`src/rtl/cdc_axi_burst_ram_if.sv`:
```
// AXI4 burst slave to a simple word-addressed synchronous RAM port, with independent write/read FSMs.
// Optional macro BURST_WRAP_EN adds WRAP burst support; without it WRAP bursts behave as INCR.
//  WR_IDLE  | waiting for AW          RD_IDLE  | waiting for AR
//  WR_DATA  | accepting W beats       RD_FETCH | ram_re high for the current beat
//  WR_RESP  | presenting B            RD_WAIT  | RAM data arriving
//                                     RD_DATA  | beat presented on R until RREADY
module cdc_axi_burst_ram_if #(
  parameter int C_S_AXI_ID_WIDTH   = 1,
  parameter int C_S_AXI_DATA_WIDTH = 32,
  parameter int RAM_AW             = 10
) (
  input  logic                            ACLK,
  input  logic                            ARESETN,
  input  logic [C_S_AXI_ID_WIDTH-1:0]     S_AXI_AWID,
  input  logic [31:0]                     S_AXI_AWADDR,
  input  logic [7:0]                      S_AXI_AWLEN,
  input  logic [2:0]                      S_AXI_AWSIZE,
  input  logic [1:0]                      S_AXI_AWBURST,
  input  logic                            S_AXI_AWVALID,
  output logic                            S_AXI_AWREADY,
  input  logic [C_S_AXI_DATA_WIDTH-1:0]   S_AXI_WDATA,
  input  logic [C_S_AXI_DATA_WIDTH/8-1:0] S_AXI_WSTRB,
  input  logic                            S_AXI_WLAST,
  input  logic                            S_AXI_WVALID,
  output logic                            S_AXI_WREADY,
  output logic [C_S_AXI_ID_WIDTH-1:0]     S_AXI_BID,
  output logic [1:0]                      S_AXI_BRESP,
  output logic                            S_AXI_BVALID,
  input  logic                            S_AXI_BREADY,
  input  logic [C_S_AXI_ID_WIDTH-1:0]     S_AXI_ARID,
  input  logic [31:0]                     S_AXI_ARADDR,
  input  logic [7:0]                      S_AXI_ARLEN,
  input  logic [2:0]                      S_AXI_ARSIZE,
  input  logic [1:0]                      S_AXI_ARBURST,
  input  logic                            S_AXI_ARVALID,
  output logic                            S_AXI_ARREADY,
  output logic [C_S_AXI_ID_WIDTH-1:0]     S_AXI_RID,
  output logic [C_S_AXI_DATA_WIDTH-1:0]   S_AXI_RDATA,
  output logic [1:0]                      S_AXI_RRESP,
  output logic                            S_AXI_RLAST,
  output logic                            S_AXI_RVALID,
  input  logic                            S_AXI_RREADY,
  output logic [RAM_AW-1:0]               ram_waddr,
  output logic [C_S_AXI_DATA_WIDTH-1:0]   ram_wdata,
  output logic [C_S_AXI_DATA_WIDTH/8-1:0] ram_we,
  output logic [RAM_AW-1:0]               ram_raddr,
  output logic                            ram_re,
  input  logic [C_S_AXI_DATA_WIDTH-1:0]   ram_rdata
);

  localparam int AW = RAM_AW + 2;  // byte address width that reaches the RAM

  typedef enum logic [1:0] {WR_IDLE, WR_DATA, WR_RESP} wr_state_t;
  typedef enum logic [1:0] {RD_IDLE, RD_FETCH, RD_WAIT, RD_DATA} rd_state_t;

`ifdef BURST_WRAP_EN
  function automatic logic [AW-1:0] f_next_addr(input logic [AW-1:0] a, input logic [2:0] sz,
                                                input logic [7:0] ln, input logic [1:0] bt);
    logic [AW-1:0] nxt;
    logic [AW-1:0] msk;
    nxt = a + (AW'(1) << sz);
    msk = ((AW'(ln) + AW'(1)) << sz) - AW'(1);
    if (bt == 2'b00) nxt = a;
    else if (bt == 2'b10) nxt = (a & ~msk) | (nxt & msk);
    return nxt;
  endfunction
`else
  function automatic logic [AW-1:0] f_next_addr(input logic [AW-1:0] a, input logic [2:0] sz,
                                                input logic [1:0] bt);
    return (bt == 2'b00) ? a : a + (AW'(1) << sz);
  endfunction
`endif

  wr_state_t r_wr_state, w_wr_next;
  rd_state_t r_rd_state, w_rd_next;

  logic [C_S_AXI_ID_WIDTH-1:0] r_wid, r_rid, r_bid, r_rid_out;
  logic [AW-1:0] r_waddr, r_raddr, w_waddr_nxt, w_raddr_nxt;
  logic [7:0] r_wlen, r_rlen, r_wcnt, r_rcnt;
  logic [2:0] r_wsize, r_rsize;
  logic [1:0] r_wburst, r_rburst, r_bresp;
  logic r_awready, r_wready, r_bvalid, r_arready, r_rvalid, r_rlast, r_re;
  logic [C_S_AXI_DATA_WIDTH-1:0] r_rdata, r_wdata;
  logic [C_S_AXI_DATA_WIDTH/8-1:0] r_we;
  logic [RAM_AW-1:0] r_ram_waddr, r_ram_raddr;
  logic w_aw_hs, w_w_hs, w_w_end, w_b_hs, w_ar_hs, w_r_hs;
  logic w_unused;

  assign w_unused = ^{S_AXI_AWADDR[31:AW], S_AXI_ARADDR[31:AW]};

`ifdef BURST_WRAP_EN
  assign w_waddr_nxt = f_next_addr(r_waddr, r_wsize, r_wlen, r_wburst);
  assign w_raddr_nxt = f_next_addr(r_raddr, r_rsize, r_rlen, r_rburst);
`else
  assign w_waddr_nxt = f_next_addr(r_waddr, r_wsize, r_wburst);
  assign w_raddr_nxt = f_next_addr(r_raddr, r_rsize, r_rburst);
`endif

  assign w_aw_hs = S_AXI_AWVALID & r_awready;
  assign w_w_hs  = S_AXI_WVALID & r_wready;
  assign w_w_end = w_w_hs & (S_AXI_WLAST | (r_wcnt == r_wlen));
  assign w_b_hs  = r_bvalid & S_AXI_BREADY;
  assign w_ar_hs = S_AXI_ARVALID & r_arready;
  assign w_r_hs  = r_rvalid & S_AXI_RREADY;

  always_comb begin
    w_wr_next = r_wr_state;
    case (r_wr_state)
      WR_IDLE: if (w_aw_hs) w_wr_next = WR_DATA;
      WR_DATA: if (w_w_end) w_wr_next = WR_RESP;
      WR_RESP: if (w_b_hs)  w_wr_next = WR_IDLE;
      default: w_wr_next = WR_IDLE;
    endcase
  end

  always_ff @(posedge ACLK) begin
    if (!ARESETN) begin
      r_wr_state <= WR_IDLE;
      r_awready <= 1'b1; r_wready <= 1'b0; r_bvalid <= 1'b0; r_bresp <= 2'b00;
      r_bid <= '0; r_wid <= '0; r_waddr <= '0; r_wlen <= '0; r_wsize <= '0;
      r_wburst <= '0; r_wcnt <= '0; r_we <= '0; r_wdata <= '0; r_ram_waddr <= '0;
    end else begin
      r_wr_state <= w_wr_next;
      r_we <= '0;
      if (w_aw_hs) begin
        r_wid <= S_AXI_AWID; r_waddr <= S_AXI_AWADDR[AW-1:0]; r_wlen <= S_AXI_AWLEN;
        r_wsize <= S_AXI_AWSIZE; r_wburst <= S_AXI_AWBURST; r_wcnt <= '0;
        r_awready <= 1'b0; r_wready <= 1'b1;
      end
      if (w_w_hs) begin
        r_we <= S_AXI_WSTRB; r_wdata <= S_AXI_WDATA; r_ram_waddr <= r_waddr[AW-1:2];
        r_waddr <= w_waddr_nxt; r_wcnt <= r_wcnt + 8'd1;
      end
      if (w_w_end) begin
        // an early WLAST or a missing WLAST both flag the burst as malformed
        r_wready <= 1'b0; r_bvalid <= 1'b1; r_bid <= r_wid;
        r_bresp <= (S_AXI_WLAST && (r_wcnt == r_wlen)) ? 2'b00 : 2'b10;
      end
      if (w_b_hs) begin
        r_bvalid <= 1'b0; r_awready <= 1'b1;
      end
    end
  end

  always_comb begin
    w_rd_next = r_rd_state;
    case (r_rd_state)
      RD_IDLE:  if (w_ar_hs) w_rd_next = RD_FETCH;
      RD_FETCH: w_rd_next = RD_WAIT;
      RD_WAIT:  w_rd_next = RD_DATA;
      RD_DATA:  if (w_r_hs) w_rd_next = r_rlast ? RD_IDLE : RD_FETCH;
      default:  w_rd_next = RD_IDLE;
    endcase
  end

  always_ff @(posedge ACLK) begin
    if (!ARESETN) begin
      r_rd_state <= RD_IDLE;
      r_arready <= 1'b1; r_rvalid <= 1'b0; r_rlast <= 1'b0; r_rdata <= '0;
      r_rid_out <= '0; r_rid <= '0; r_raddr <= '0; r_rlen <= '0; r_rsize <= '0;
      r_rburst <= '0; r_rcnt <= '0; r_re <= 1'b0; r_ram_raddr <= '0;
    end else begin
      r_rd_state <= w_rd_next;
      r_re <= 1'b0;
      // ram_re is registered on entry so it is high during the RD_FETCH cycle
      if (w_ar_hs) begin
        r_rid <= S_AXI_ARID; r_raddr <= S_AXI_ARADDR[AW-1:0]; r_rlen <= S_AXI_ARLEN;
        r_rsize <= S_AXI_ARSIZE; r_rburst <= S_AXI_ARBURST; r_rcnt <= '0;
        r_arready <= 1'b0; r_re <= 1'b1; r_ram_raddr <= S_AXI_ARADDR[AW-1:2];
      end
      if (r_rd_state == RD_WAIT) begin
        r_rdata <= ram_rdata; r_rvalid <= 1'b1; r_rid_out <= r_rid;
        r_rlast <= (r_rcnt == r_rlen);
      end
      if (w_r_hs) begin
        r_rvalid <= 1'b0; r_rlast <= 1'b0;
        if (r_rlast) begin
          r_arready <= 1'b1;
        end else begin
          r_raddr <= w_raddr_nxt; r_rcnt <= r_rcnt + 8'd1;
          r_re <= 1'b1; r_ram_raddr <= w_raddr_nxt[AW-1:2];
        end
      end
    end
  end

  assign S_AXI_AWREADY = r_awready;
  assign S_AXI_WREADY  = r_wready;
  assign S_AXI_BID     = r_bid;
  assign S_AXI_BRESP   = r_bresp;
  assign S_AXI_BVALID  = r_bvalid;
  assign S_AXI_ARREADY = r_arready;
  assign S_AXI_RID     = r_rid_out;
  assign S_AXI_RDATA   = r_rdata;
  assign S_AXI_RRESP   = 2'b00;
  assign S_AXI_RLAST   = r_rlast;
  assign S_AXI_RVALID  = r_rvalid;
  assign ram_waddr     = r_ram_waddr;
  assign ram_wdata     = r_wdata;
  assign ram_we        = r_we;
  assign ram_raddr     = r_ram_raddr;
  assign ram_re        = r_re;

endmodule

```
`config.mk`:
```
export PLATFORM = sky130hd
export DESIGN_NAME = cdc_axi_burst_ram_if
export DESIGN_NICKNAME = d
export VERILOG_FILES = /design/src/rtl/cdc_axi_burst_ram_if.sv
export SDC_FILE = /design/constraint.sdc
export NUM_CORES = 1
export LEC_CHECK = 0
export CORE_ASPECT_RATIO = 0.9
export CORE_MARGIN = 1.5
export CORE_UTILIZATION = 45
export DETAILED_ROUTE_END_ITERATION = 12
export PLACE_DENSITY = 0.81
export SLEW_MARGIN = 20
export SYNTH_ARGS = -nofsm -noshare
export SYNTH_HDL_FRONTEND = slang
export SYNTH_SLANG_ARGS = --single-unit
export TNS_END_PERCENT = 50
```
`constraint.sdc`:
```
create_clock -name ACLK -period 3.5 [get_ports ACLK]
set_input_delay 0.7 -clock ACLK [delete_from_list [all_inputs] [get_ports ACLK]]
set_output_delay 0.7 -clock ACLK [all_outputs]
set_load 0.01 [all_outputs]
```
==> metrics.cfg, run 1 <==
[cts]
post_cts.resized_instances = 0
cts_post_setup_buffers_inserted = 0
cts_hold_buf = 0
clkTransAtPathRegs_ns = 0.07
ctsLongestPathBuffers = 2
cts_max_level = 4
clk-insertion-delay-late_ns = 0.42
tritoncts = yes
cts-buffers-inserted = 17
numClockSinks = 168
cts_root_buf = sky130_fd_sc_hd__clkbuf_16

[layout]
finalNetCount = 1301
share_of_post_route_cells_with_drive_strength_above_1_pct = 4.81
antenna_cells = 0
design_area_um2 = 10400
area_growth_pct = 40.1
fin_cells = 1329

[timing]
hold-worst-slack_ns = 0.453
timing_worst_slew_pin_value_ns = 1.04
layout_setup_ws_ns = 0.689
setup_viol = 0
final_min_period_over_clock_period_pct = 80.3
period_needed_ns = 2.81
grt_setup_unrepaired = false
slew_headroom_pct = 30.4
fmax_mhz = 356
clock-skew-final_ns = 0.0111
timing_hold_violations_final = 0
slew_viols_final = 0
tns_ns = 0

[yosys]
synth.cell_area_um2 = 7450
synth_edf_count = 0
synth_largest_type_area_fraction_pct = 45.1
synth_simple_gate_area_share_pct = 22.1
syn-instance-count = 907
synthesis_warning_total = 0
synth.cells.most_frequent = sky130_fd_sc_hd__nand2_1, sky130_fd_sc_hd__dfxtp_1, sky130_fd_sc_hd__a21oi_1, sky130_fd_sc_hd__nor2_1, sky130_fd_sc_hd__clkbuf_1
synth-compound-area-share_pct = 17.0
netlist.top_cell.by_area = sky130_fd_sc_hd__dfxtp_1
ys_seq_elements = 168
post-synth-top-count-cell = sky130_fd_sc_hd__nand2_1
post_synth_num_cell_types = 58
syn_avg_cell_area_um2 = 8.21
synth.area.mux_share_pct = 5.58
synth.yosys.seq_area_share_pct = 45.1
synth_top_family_by_area = simple AND/OR/NAND/NOR gates
yosys_most_used_dff = sky130_fd_sc_hd__dfxtp_1
yosys.area_share.xor_xnor_pct = 2.94
synth-async-reset-ratio_pct = 0
netlist_top_cells_area = sky130_fd_sc_hd__dfxtp_1, sky130_fd_sc_hd__nand2_1, sky130_fd_sc_hd__a21oi_1
synthAdderAreaFrac_pct = 4.06

[placement]
place.port_buffers = 225
placement.setup.worst_slack_ns = 0.758
detailed_place.area_um2 = 9870
place_congestion = 0.839
dp.cells = 1298
post_dp_hpwl_um = 14000

[grt]
grt_pass1_vias = 6715
global_route.usage.total_pct = 22.6
grt_first_pass_wirelength_um = 32200
gr-total-overflow = 0
grt_antenna_before_repair = 0
grt_start_max_net_pins = 61

[die]
placement_rows = 44
effective_utilization_at_floorplan_pct = 46.0
die_w_um = 139
floorplan.die_area_um2 = 17300
top_level_ports = 269
core-area_um2 = 16200
die_height_um = 125

[worst_setup_path]
end_kind = register
arrival_worst_endpoint_ns = 3.16
startpoint = r_wsize[1]
timing.rr.start = r_wsize[1]
crit_path_start_kind = register
r2r_setup_slack_ns = 0.69
critPathKind = reg2reg
worst_ep_required_time_ns = 3.85
worst-path-max-fanout = 9

[routing]
routed_wire_length_on_met2_um = 9220
ant_nets = 0
via_per_inst = 5.26
wl_met3_um = 1220
route.detailed.wl_per_inst_um = 14.8
post-route-drc-count = 0
first_iter_violations = 466
wirelength_um = 19700
detailedRoute.firstPassIterationCount = 5
top_layer_used = met4
drt-met1-wl_um = 8960
detailroute.via_count = 6986

[power]
power.density_cell_area_nw_per_um2 = 503
p_leak_uw = 0.00402
worst_ir_drop_vdd_mv = 0.379

[min_path]
hp_class = reg2reg
holdCritStartpoint = ram_wdata[14]

[flow_run]
drv_cap = 0

[status]
run_status = completed

flip-flops by register name, summed over array words and instances (netlist names), 2 cells and up:
signal / count
r_raddr: 12
r_rlen: 8
S_AXI_RDATA: 32
r_wburst: 2
r_rsize: 3
r_wcnt: 8
ram_we: 4
ram_waddr: 10
ram_raddr: 10
r_wsize: 3
r_waddr: 12
r_wlen: 8
r_rcnt: 8
r_rburst: 2
ram_wdata: 32
r_rd_state: 2
final timing paths:
path | cells after the start | end
worst max register to register | 8 | r_waddr[8]
worst min register to register | 2 | ram_wdata[14]
worst max-delay path | 8 | r_waddr[8]
worst min-delay path | 2 | ram_wdata[14]
through the flow:
| step | util, % | total power (uW) |
|---|---|---|
| detailed placement | 61.0 | 3440 |
| finish | 64.5 | 5250 |
| floorplan | - | 2910 |
| global placement | 61.0 | 3410 |
| global route | 64.5 | 5510 |
| CTS | 64.5 | 5290 |
kinds of logic (layout without fill, tap and decap cells):
group                    Yosys count  after routing
AND/OR/NAND/NOR                  379            379
AO/OA/AOI/OAI                    210            210
buffers and inverters             60            273
other                              1              3
adder cells (fa/ha/maj)           23             23
flip-flops                       168            168
multiplexers                      41             41
XOR/XNOR                          25             25
per-layer routing:
layer,vias up,track usage [%]
met5,-,0
met4,0,6.37
met3,23,6.82
met2,199,37.4
met1,3245,28.7
li1,3519,-
cell type report:
class	count	area, um^2
clock buffers	17	425
clock inverters	14	146
fillers	1402	5750
inverters	4	17.5
multi-input cells	681	3860
flip-flops and latches	168	3360
well taps	207	259
repair buffers	238	2360
where the power goes:
| part | switching, uW | internal [uW] | leakage [uW] |
|---|---|---|---|
| registers | 125 | 2090 | 0.00137 |
| logic | 568 | 617 | 0.00236 |
| clock network | 790 | 1050 | 0.000288 |
| total | 1480 | 3760 | 0.00402 |
worst max-delay path, stage by stage, from the launching register on:
cell and delay (ns):
sky130_fd_sc_hd__dfxtp_1 0.46, sky130_fd_sc_hd__and3b_1 0.21, sky130_fd_sc_hd__ha_1 0.33, sky130_fd_sc_hd__and2_4 0.20, sky130_fd_sc_hd__a221o_1 0.40, sky130_fd_sc_hd__a31o_4 0.26
sky130_fd_sc_hd__a311oi_4 0.36, sky130_fd_sc_hd__mux2_1 0.36, sky130_fd_sc_hd__a31oi_1 0.16
cells in the final DEF, fill, tap and decap left out, types with 5 or more instances in the layout:
cell type	netlist	final
sky130_fd_sc_hd__inv_6	0	5
sky130_fd_sc_hd__mux2i_1	37	37
sky130_fd_sc_hd__a21o_1	10	10
sky130_fd_sc_hd__nand3_1	18	18
sky130_fd_sc_hd__and3_1	12	12
sky130_fd_sc_hd__a31oi_1	5	5
sky130_fd_sc_hd__a21oi_1	119	119
sky130_fd_sc_hd__dfxtp_1	168	168
sky130_fd_sc_hd__clkdlybuf4s50_1	0	225
sky130_fd_sc_hd__nand2b_1	5	5
sky130_fd_sc_hd__clkinv_2	0	5
sky130_fd_sc_hd__ha_1	21	20
sky130_fd_sc_hd__nor3b_1	7	7
sky130_fd_sc_hd__buf_4	3	12
sky130_fd_sc_hd__clkbuf_16	0	17
sky130_fd_sc_hd__xor2_1	11	11
sky130_fd_sc_hd__a211oi_1	6	6
sky130_fd_sc_hd__o21ai_1	5	5
sky130_fd_sc_hd__o21ai_0	23	23
sky130_fd_sc_hd__xnor2_1	14	14
sky130_fd_sc_hd__nor2_1	87	87
sky130_fd_sc_hd__nand2_1	198	197
sky130_fd_sc_hd__nor3_1	19	19
sky130_fd_sc_hd__and2_1	6	5
sky130_fd_sc_hd__and3b_1	6	6
Power figures use the tool's default switching activity.
==> run 2, diff against run 1 <==
--- a/config.mk
+++ b/config.mk
@@ -7,9 +7,9 @@
 export LEC_CHECK = 0
 export CORE_ASPECT_RATIO = 0.9
 export CORE_MARGIN = 1.5
-export CORE_UTILIZATION = 45
+export CORE_UTILIZATION = 41
 export DETAILED_ROUTE_END_ITERATION = 12
-export PLACE_DENSITY = 0.81
+export PLACE_DENSITY = 0.77
 export SLEW_MARGIN = 20
 export SYNTH_ARGS = -nofsm -noshare
 export SYNTH_HDL_FRONTEND = slang
==> constraint.sdc (replaced) <==
create_clock -name ACLK -period 2.3 [get_ports ACLK]
set_input_delay 0.46 -clock ACLK [delete_from_list [all_inputs] [get_ports ACLK]]
set_output_delay 0.46 -clock ACLK [all_outputs]
set_load 0.01 [all_outputs]
==> run 2 against run 1 <==
Compared with the run above: the flow now finishes with violations (negative setup slack); critical path depth unchanged; global-route usage decreased by 1.8 points; fmax increased by 17%; cell count increased by 5.2%; cell area increased by 4.3%; non-clock buffer count increased by 35; largest power group unchanged; highest routed layer unchanged.
==> metrics.cfg, run 2 (synthesized netlist as in run 1, its figures left out) <==
[worst_setup_path]
crit_path_cell_trace = and3b_2, ha_4, and2_4, a221o_1, a31o_4, a311oi_4, mux2_4, a31oi_1
crit_path_start_kind = register
timing.critical_path.depth = 8  ; unchanged
r2r-end = r_waddr[8]
timing.rr.start = r_wsize[1]
cp_num_buf_inv = 0  ; unchanged
reg2regPathDepth = 8  ; unchanged
r2r_setup_slack_ns = -0.1  ; -0.78 ns
cpMaxStageDelayCell = sky130_fd_sc_hd__dfxtp_4
end_kind = register
startpoint = r_wsize[1]
timing.critical_path.to = r_waddr[8]
arrival_worst_endpoint_ns = 2.75  ; -0.41 ns
max_stage_delay_ns = 0.38  ; -0.08 ns
crit_family = compound AO/OA/AOI/OAI gates
critPathKind = reg2reg
worst_ep_required_time_ns = 2.65  ; -1.20 ns
worst-path-max-fanout = 7  ; -2

[placement]
place.port_buffers = 225  ; unchanged
placement.setup.worst_slack_ns = -0.155  ; -0.912 ns
detailed_place.area_um2 = 10200  ; +3.3%
dp.cells = 1363  ; +5.0%
post_dp_hpwl_um = 14700  ; +5.0%
place_congestion = 0.888  ; +5.9%

[die]
floorplan.die_area_um2 = 19000  ; +9.5%
placement_rows = 46  ; +4.5%
core-area_um2 = 17700  ; +9.5%
top_level_ports = 269  ; unchanged
die_w_um = 145  ; +4.7%
die_height_um = 131  ; +4.7%
effective_utilization_at_floorplan_pct = 42.0  ; -4.0 points

[grt]
gr-total-overflow = 0  ; unchanged
grt_antenna_before_repair = 0  ; unchanged
global_route.usage.total_pct = 20.8  ; -1.8 points
grt_first_pass_wirelength_um = 31900  ; -1.0%
grt_pass1_vias = 6520  ; -2.9%
grt_start_max_net_pins = 49  ; -20%

[timing]
timing_worst_slew_pin_value_ns = 0.763  ; -0.282 ns
fmax_mhz = 417  ; +17%
slew_viols_final = 0  ; unchanged
final_min_period_over_clock_period_pct = 104  ; +24 points
clock-skew-final_ns = 0.0102  ; -0.000904 ns
slew_headroom_pct = 48.6  ; +18 points
layout_setup_ws_ns = -0.0953  ; -0.785 ns
tns_ns = -0.0953  ; -0.0953 ns
hold-worst-slack_ns = 0.450  ; -0.00270 ns
setup_viol = 1  ; +1
timing_hold_violations_final = 0  ; unchanged
grt_setup_unrepaired = true
period_needed_ns = 2.40  ; -0.415 ns

[routing]
detailroute.via_count = 7112  ; +1.8%
route.detailed.wl_per_inst_um = 14.6  ; -1.1%
via_per_inst = 5.09  ; -3.2%
detailedRoute.firstPassIterationCount = 5  ; unchanged
ant_nets = 0  ; unchanged
first_iter_violations = 433  ; -7.1%
post-route-drc-count = 0  ; unchanged
wirelength_um = 20500  ; +4.1%

[layout]
mostFrequentLayoutCell = sky130_fd_sc_hd__clkdlybuf4s50_1
finalNetCount = 1336  ; +2.7%
commonest_cells_after_routing_fill_and_taps_aside = sky130_fd_sc_hd__clkdlybuf4s50_1, sky130_fd_sc_hd__nand2_1, sky130_fd_sc_hd__dfxtp_1
antenna_cells = 0  ; unchanged
area_growth_pct = 46.1
share_of_post_route_cells_with_drive_strength_above_1_pct = 9.84  ; +5.0 points
n_fill_cell = 1570  ; +12%
fin_cells = 1398  ; +5.2%
design_area_um2 = 10900  ; +4.3%

[status]
failing_checks = negative setup slack
run_status = complete, but fails checks

[cts]
cts_hold_buf = 0  ; unchanged
tritoncts = yes
clk-insertion-delay-late_ns = 0.43  ; about the same
ctsLongestPathBuffers = 2  ; unchanged
numClockSinks = 168  ; unchanged
clkTransAtPathRegs_ns = 0.07  ; about the same
cts_max_level = 4  ; unchanged
cts-buffers-inserted = 17  ; unchanged
cts_root_buf = sky130_fd_sc_hd__clkbuf_16

[power]
power.density_cell_area_nw_per_um2 = 742  ; +48%
worst_ir_drop_vdd_mv = 0.544  ; +44%
p_leak_uw = 0.00421  ; +4.7%

[min_path]
hp_class = reg2reg
hold-path-cell-count = 2  ; unchanged

[flow_run]
drv_cap = 0  ; unchanged

run 2: cell types whose count changed in the layout (fill, tap and decap cells not counted), sizes merged:
cell,delta
buf,+35
clkinv,-1
clkinvlp,+3
bufinv,-1
run 2: repair_timing:
item                       in CTS  in global routing
buffers inserted                2                  1
setup endpoints to repair       5                 17
resized for setup               6                 18
pin swaps                       2                 10
run 2: worst min path at each step:
stage,from,end
detailed placement,ram_waddr[3],ram_waddr[3]
global placement,ram_wdata[0],ram_wdata[0]
finish,r_wid,S_AXI_BID
global route,ram_wdata[25],ram_wdata[25]
CTS,r_wid,S_AXI_BID
floorplan,r_rid,r_rid
run 2: where the power goes:
part	switching, uW	internal [uW]
Combinational	890	1010
Sequential	189	3180
Clock	1280	1520
Total	2360	5710
run 2: per-stage QoR:
step	util [%]	total power, uW
after floorplan	-	4430
after global placement	57.5	5270
after detailed placement	57.5	5300
after CTS	60.9	8120
after global routing	61.4	8470
final	61.4	8070
run 2: cell type report:
cell class	count	area [um^2]	share of cell area, %
Clock inverter	15	145	1.33
Multi-Input combinational cell	681	3970	36.5
Inverter	4	17.5	0.161
Timing Repair Buffer	273	2650	24.4
Tap cell	240	300	2.76
Sequential cell	168	3370	31.0
Clock buffer	17	425	3.91
run 2: tightest hold or removal path: cells and delay by family, from the launching register on:
family | cells | cell delay [ns]
flops | 1 | 0.31
simple gates | 1 | 0.05
compound gates | 1 | 0.06
run 2: per-layer routing:
metal	track usage, %	part of all wire, %	vias to the layer above
li1	-	-	3594
met1	26.7	46	3308
met2	34.4	48	199
met3	5.97	6.1	11
met4	6.00	0.69	0
met5	0	0	-
